### config.mk
export PLATFORM = sky130hd
export DESIGN_NAME = lsu_align_unit
export DESIGN_NICKNAME = d
export VERILOG_FILES = /design/src/rtl/lsu_align_unit.sv
export SDC_FILE = /design/constraint.sdc
export NUM_CORES = 1
export LEC_CHECK = 0
export CORE_UTILIZATION = 45
export CTS_CLUSTER_DIAMETER = 80
export DETAILED_ROUTE_END_ITERATION = 6
export HOLD_SLACK_MARGIN = 0.05
export PLACE_DENSITY_LB_ADDON = 0.15
export SETUP_SLACK_MARGIN = 0.2
export SKIP_LAST_GASP = 1
export SYNTH_ARGS = -nofsm -noshare
export SYNTH_HDL_FRONTEND = slang
export SYNTH_SLANG_ARGS = --single-unit
### constraint.sdc
create_clock -name clk -period 6.9 [get_ports clk]
set_input_delay 1.38 -clock clk [delete_from_list [all_inputs] [get_ports clk]]
set_output_delay 1.38 -clock clk [all_outputs]
set_load 0.05 [all_outputs]
### src/rtl/lsu_align_unit.sv
// Load/store alignment engine between the memory stage and the data bus.
// Ports: req_* core request, mem_* bus beat + read return, rsp_* completion.
module lsu_align_unit #(
  parameter int XLEN        = 32,
  parameter int ADDR_W      = 32,
  parameter bit MISALIGN_EN = 1'b1
) (
  input  logic              clk,
  input  logic              rst_n,
  input  logic              req_valid,
  output logic              req_ready,
  input  logic              req_we,
  input  logic [2:0]        req_funct3,
  input  logic [ADDR_W-1:0] req_addr,
  input  logic [XLEN-1:0]   req_wdata,
  output logic              mem_valid,
  input  logic              mem_ready,
  output logic              mem_we,
  output logic [ADDR_W-1:0] mem_addr,
  output logic [XLEN/8-1:0] mem_be,
  output logic [XLEN-1:0]   mem_wdata,
  input  logic              mem_rvalid,
  input  logic [XLEN-1:0]   mem_rdata,
  output logic              rsp_valid,
  output logic [XLEN-1:0]   rsp_rdata,
  output logic              rsp_misalign_err
);

  localparam int NB  = XLEN / 8;
  localparam int NB2 = 2 * NB;
  localparam int OW  = $clog2(NB);

  typedef enum logic [2:0] {
    IDLE,
    BEAT0,
    WAIT0,
    BEAT1,
    WAIT1,
    RESP
  } state_t;

  state_t            st;
  logic              we_q;
  logic [2:0]        f3_q;
  logic [ADDR_W-1:0] addr_q;
  logic [XLEN-1:0]   wdata_q;
  logic [XLEN-1:0]   beat0_q;
  logic [XLEN-1:0]   beat1_q;
  logic              split_q;
  logic              err_q;

  function automatic logic f3_legal(
    input logic [2:0] f
  );
    f3_legal = (f != 3'b111) &&
               !(XLEN == 32 &&
                 (f == 3'b011 || f == 3'b110));
  endfunction

  function automatic logic is_split(
    input logic [OW-1:0] o,
    input logic [1:0]    s
  );
    logic [4:0] sum;
    sum = 5'(o) + (5'd1 << s);
    is_split = sum > 5'(NB);
  endfunction

  logic          req_split;
  logic          req_err;

  assign req_split = is_split(req_addr[OW-1:0],
                              req_funct3[1:0]);
  assign req_err = !f3_legal(req_funct3) ||
                   (req_split && !MISALIGN_EN);

  logic [OW-1:0]     off;
  logic [3:0]        sz;
  logic [6:0]        nbits;
  logic [ADDR_W-1:0] base0;
  logic [ADDR_W-1:0] base1;
  logic [NB2-1:0]    be_win;
  logic [2*XLEN-1:0] wd_win;
  logic [2*XLEN-1:0] ld_cat;
  logic [XLEN-1:0]   ld_win;
  logic [XLEN-1:0]   kmask;
  logic              sbit;
  logic [XLEN-1:0]   ld_res;

  assign off   = addr_q[OW-1:0];
  assign sz    = 4'd1 << f3_q[1:0];
  assign nbits = {sz, 3'b000};
  assign base0 = {addr_q[ADDR_W-1:OW], {OW{1'b0}}};
  // Second beat wraps modulo 2^ADDR_W.
  assign base1 = base0 + ADDR_W'(NB);

  assign be_win = ((NB2'(1) << sz) - NB2'(1)) << off;
  assign wd_win = {{XLEN{1'b0}}, wdata_q} << {off, 3'b000};

  assign ld_cat = split_q ? {beat1_q, beat0_q}
                          : {{XLEN{1'b0}}, beat0_q};
  assign ld_win = XLEN'(ld_cat >> {off, 3'b000});

  assign kmask = (nbits >= 7'(XLEN)) ? '1 :
                 ((XLEN'(1) << nbits) - XLEN'(1));
  // Top bit of the kept field is the sign bit.
  assign sbit = |(ld_win & kmask & ~(kmask >> 1));
  assign ld_res = (ld_win & kmask) |
                  ((!f3_q[2] && sbit) ? ~kmask : '0);

  assign req_ready = (st == IDLE);
  assign mem_valid = (st == BEAT0) || (st == BEAT1);
  assign mem_we    = mem_valid && we_q;
  assign rsp_valid = (st == RESP);
  assign rsp_misalign_err = rsp_valid && err_q;
  assign rsp_rdata = (rsp_valid && !we_q && !err_q)
                   ? ld_res : '0;

  always_comb begin
    mem_addr  = '0;
    mem_be    = '0;
    mem_wdata = '0;
    unique case (1'b1)
      (st == BEAT0): begin
        mem_addr  = base0;
        mem_be    = we_q ? be_win[NB-1:0] : '1;
        mem_wdata = we_q ? wd_win[XLEN-1:0] : '0;
      end
      (st == BEAT1): begin
        mem_addr  = base1;
        mem_be    = we_q ? be_win[NB2-1:NB] : '1;
        mem_wdata = we_q ? wd_win[2*XLEN-1:XLEN]
                         : '0;
      end
      default: begin
        mem_addr  = '0;
      end
    endcase
  end

  always_ff @(posedge clk or negedge rst_n) begin
    if (!rst_n) begin
      st      <= IDLE;
      we_q    <= 1'b0;
      f3_q    <= '0;
      addr_q  <= '0;
      wdata_q <= '0;
      beat0_q <= '0;
      beat1_q <= '0;
      split_q <= 1'b0;
      err_q   <= 1'b0;
    end else begin
      unique case (st)
        IDLE: begin
          if (req_valid) begin
            we_q    <= req_we;
            f3_q    <= req_funct3;
            addr_q  <= req_addr;
            wdata_q <= req_wdata;
            split_q <= req_split;
            err_q   <= req_err;
            st      <= req_err ? RESP : BEAT0;
          end
        end
        BEAT0: begin
          if (mem_ready) begin
            if (!we_q)        st <= WAIT0;
            else if (split_q) st <= BEAT1;
            else              st <= RESP;
          end
        end
        WAIT0: begin
          if (mem_rvalid) begin
            beat0_q <= mem_rdata;
            st      <= split_q ? BEAT1 : RESP;
          end
        end
        BEAT1: begin
          if (mem_ready) st <= we_q ? RESP : WAIT1;
        end
        WAIT1: begin
          if (mem_rvalid) begin
            beat1_q <= mem_rdata;
            st      <= RESP;
          end
        end
        RESP:    st <= IDLE;
        default: st <= IDLE;
      endcase
    end
  end

endmodule

# After elaboration in Yosys (flattened, before gate mapping)
# Cells that the tools add are included.
# op_classes
add_sub_neg	4
order_cmp	2
n_eq_ne	13
n_shift	7
muxes	21
bitwise	5
reduce_logical	19
# op_table
cell	count
32-bit two-way mux	5
32-bit one-hot mux with 2 select lines	2
32-bit AND	2
64-bit two-way mux	1
32-bit by 5-bit left shift with 64-bit output	1
64-bit by 5-bit >> shifter with 32-bit output	1
32-bit by 3-bit adder with 32-bit output, second input constant	1
31-bit NOT with 32-bit output	1
32-bit NOT	1
32-bit OR	1
32-bit OR reduction	1
1-bit by 7-bit left shift with 32-bit output, first input constant	1
32-bit by 1-bit subtractor with 32-bit output, second input constant	1
3-bit two-way mux	8
3-bit one-hot mux with 5 select lines	1
2-bit != test, second input constant	5
3-bit by 2-bit == test with 1-bit output, second input constant	3
3-bit == test, second input constant	3
4-bit two-way mux	2
4-bit one-hot mux with 2 select lines	1
1-bit by 4-bit left shift with 8-bit output, first input constant	1
8-bit by 2-bit left shift with 8-bit output	1
8-bit by 2-bit subtractor with 8-bit output, second input constant	1
7-bit by 6-bit greater-or-equal comparator with 1-bit output, second input constant	1
other kinds (13)	25
# word_totals
ff_bits	137
inputBits	105
out_inout_bits	105
elab_cells	80

# Logic depth before layout (Yosys ltp)
# logic_depth
word_depth	11
ltp_mapped	8
depth_no_buf	7

# Least setup slack after synthesis
# OpenSTA, ideal clock, no wires.
# synth_timing
path_type	register -> output
startpoint	register st[1]
endpoint	output mem_addr[21]
arrival_time_ps	2975
slack_ps	2545
stages_incl_launch_ff	6
n_path_buf	2
cell_sequence	dfrtp_1 clkbuf_1 nand4_1 or3_1 clkbuf_1 o41ai_1
# synth_between
elab_chain_cells	2
# synth_lines
item	line_no	source
start, declared	42	state_t st;
start signal, assigned	162	st <= req_err ? RESP : BEAT0;
start signal, assigned	175	st <= split_q ? BEAT1 : RESP;
start signal, assigned	179	if (mem_ready) st <= we_q ? RESP : WAIT1;
3-bit by 2-bit == test with 1-bit output or 3-bit by 1-bit == test with 1-bit output (tied branches)	129, 124	
32-bit one-hot mux with 2 select lines *	123	unique case (1'b1)
end, declared	19	output logic [ADDR_W-1:0] mem_addr,
# Every way passes the cells marked *; elsewhere a longest branch is shown, timed or not.

# Worst setup path after layout
# layout_timing
startpoint	register addr_q[1]
endpoint	output rsp_rdata[22]
# layout_between
elab_chain_cells	8
# layout_lines
item	line_no	source
start, declared	45	logic [ADDR_W-1:0] addr_q;
start signal, assigned	158	addr_q <= req_addr;
64-bit by 5-bit >> shifter with 32-bit output *	102	assign ld_win = XLEN'(ld_cat >> {off, 3'b000});
32-bit AND *	107, 108	
32-bit AND	107	assign sbit = |(ld_win & kmask & ~(kmask >> 1));
32-bit OR reduction	107	
1-bit logical AND	109	((!f3_q[2] && sbit) ? ~kmask : '0);
32-bit two-way mux	109	
32-bit OR *	108	assign ld_res = (ld_win & kmask) |
32-bit two-way mux *	117	? ld_res : '0;
end, declared	25	output logic [XLEN-1:0] rsp_rdata,
# Marks and branches as above.

==> flow_summary.toml <==
[status]
status = "complete, no violations"

[timing]
setup_slack_ns = 1.35
fin_setup_tns_ns = 0
setup_viol_count_final = 0
hold_viol_final = 0
rsz0062_at_grt = "false"
finalMaxSlewViolations = 0
slew_headroom = 0.190
clock_skew_ns = 0.00581
post-route-min-period_ns = 5.55
worstMarginPinSlew_ns = 1.21
max_freq_mhz = 180
min_period_over_period = 0.804

[pwr]
power.density_nw_per_um2 = 498
leakagePower_nw = 4.11
irDropWorstVdd_uv = 300

[critical_path]
critical_path_class = "flop to output port"
crit_required_ns = 5.52
crit_fanout = 34
worstSetupEndpointType = "output port"
cp-start-kind = "flop"
crit_arrival_ns = 4.17

[drt]
ant_nets = 0
drtIter0Drc = 536
first_pass_iters = 5
num_vias = 6865
post_drt_wl_per_cell_um = 19.5
routed_wl_um = 22800
drc = 0
routed_via_density = 5.89

[logic_synthesis]
yosysMostFrequentCell = "dfrtp_1"
synth-edff-count = 0
post_synth_num_cell_types = 54
synth_commonest_cells = "129 x dfrtp_1, 115 x mux2_2, 60 x mux2i_1, 40 x a21oi_1, 39 x nor2_1"
synth_top_area_cell = "dfrtp_1"
mappedNetlistArea_um2 = 7860
yosys_warnings = 0
async_flop_share = 1.00
synthCells = 763
synth_area_per_cell_um2 = 10.3
synth.top_cell.area_share = 0.411
ys_seq_area_frac = 0.411
ys_ff_latch = 129
ys.flop_type = "dfrtp_1"
synth_area_leaders = "dfrtp_1 41%, mux2_2 16%, mux2i_1 7.6%"

[final_layout]
fin_nets = 1042
fillers = 1364
area_growth_pct = 35.5
layout-drive-gt1-share = 0.172
n_antenna_cell = 0

[placed_design]
portBuffers = 207
pre_cts_slack_ns = 1.82
dp_hpwl_um = 15500
gp_congestion = 0.866

[floorplanning]
initial_core_util = 0.468
fp.dieW_um = 134
die-area_um2 = 18000
die_h_um = 134
io_pins = 210
core_area_um2 = 16800
row_count = 47

[cts]
cts_sinks = 129
postCtsSetupBuffers = 0
clkLatencyLatePin_ns = 0.41
cts_tree = "built"
ctsHoldBuffers = 0
path_clk_slew_ns = 0.06
cts.repair.resized = 0
cts_max_path_buffers = 2
clockRootBuffer = "clkbuf_16"
cts_buffers = 17
cts_max_level = 4

[flow_run]
cap_violations = 0

[global_route]
grt_max_degree = 81
grt.total_usage = 0.260
grt_pass1_wl_um = 36400
gr-total-overflow = 0
grt_pass1_vias = 7012
antenna_found_initial = 0

[worst_hold_path]
hold_class = "flop to flop"
-- area by class of cell --
type                       instances  area [um2]  area share
timing repair buffer             213        2120       0.199
clock buffer                      20         467      0.0438
clock inverter                    12         181      0.0170
multi-input combinational        557        4320       0.406
inverter                          15        56.3     0.00529
tap                              220         275      0.0258
sequential                       129        3230       0.304
-- worst max-delay path, cell delays in order (launching register included) --
cell	delay (ns)
dfrtp_2	0.85
inv_2	0.31
mux4_2	0.52
o2111ai_1	0.97
o21ai_0	0.30
clkdlybuf4s50_1	0.79
-- sequential cells by signal, indices dropped and copies added (netlist names) --
register,cells
beat1_q,24
wdata_q,32
we_q,1
split_q,1
err_q,1
st,3
addr_q,32
beat0_q,32
f3_q,3
-- through the flow --
stage | hold WS [ns] | total power, mW | area [um2] | cells | utilization
2_1_floorplan | 0.473 | 3.51 | 7870 | 764 | -
3_3_place_gp | 0.482 | 4.21 | 10000 | 1134 | 0.595
3_5_place_dp | 0.489 | 4.30 | 10000 | 1134 | 0.595
4_1_cts | 0.502 | 5.31 | 10700 | 1166 | 0.633
5_1_grt | 0.523 | 5.61 | 10700 | 1166 | 0.633
6_report | 0.502 | 5.30 | 10700 | 1166 | 0.633
-- kinds of logic after synthesis --
| family | share of synthesized area |
|---|---|
| AOI/OAI and AO/OA | 0.161 |
| muxes | 0.251 |
| and+or+nand+nor | 0.113 |
| DFF | 0.411 |
| buffers and inverters | 0.0407 |
| xor gates and xnor gates | 0.0156 |
| adders and majority gates | 0.00732 |
| other | 0.000477 |
-- layout by cell type, fill, tap and decap left out, types with 3 or more instances in the layout --
cell type	synthesis	final
a211oi_1	29	29
a21oi_1	40	40
a22oi_1	9	9
a2bb2oi_1	3	3
a31oi_1	3	3
and2_1	15	14
and3_1	3	3
and4_1	3	3
buf_4	2	6
bufinv_16	0	4
clkbuf_16	0	17
clkbuf_8	0	3
clkdlybuf4s50_1	0	206
clkinv_4	0	3
clkinvlp_4	0	4
dfrtp_1	129	127
ha_1	3	3
inv_1	13	13
mux2_1	3	3
mux2_2	115	115
mux2i_1	60	60
nand2_1	33	33
nand2b_1	8	8
nand3_1	9	9
nand4_1	8	8
nor2_1	39	39
nor2b_1	17	17
nor3_1	4	4
nor4_1	3	3
o21a_1	10	10
o21ai_0	36	36
o22a_1	16	16
o22ai_1	12	12
o2bb2ai_1	15	15
o31ai_1	9	9
or3_1	8	8
or4_1	10	10
xnor2_1	8	8
xor2_1	6	6
-- path summary, 6_finish.rpt --
path                            start            end  slack (ns)  cells after the start
max                         addr_q[1]  rsp_rdata[22]        1.35                      5
min                        beat0_q[4]     beat0_q[4]        0.50                      1
max reg2reg                     st[1]    wdata_q[17]        4.39                      3
min reg2reg                beat0_q[4]     beat0_q[4]        0.50                      1
max in group asynchronous       rst_n    beat0_q[26]        4.79                      2
min in group asynchronous       rst_n    wdata_q[27]        0.99                      1
-- metal layers --
metal,up-vias,global-route usage,share of wire
li1,3179,-,-
met1,3362,0.330,0.42
met2,287,0.418,0.48
met3,37,0.0767,0.075
met4,0,0.100,0.024
met5,-,0,0
-- where the power goes --
part | switching, mW | internal (mW) | total (mW)
Combinational | 1.53 | 1.17 | 2.70
Clock | 0.344 | 0.634 | 0.978
Sequential | 0.481 | 1.14 | 1.62
Total | 2.36 | 2.94 | 5.30
(Power assumes the default switching activity.)
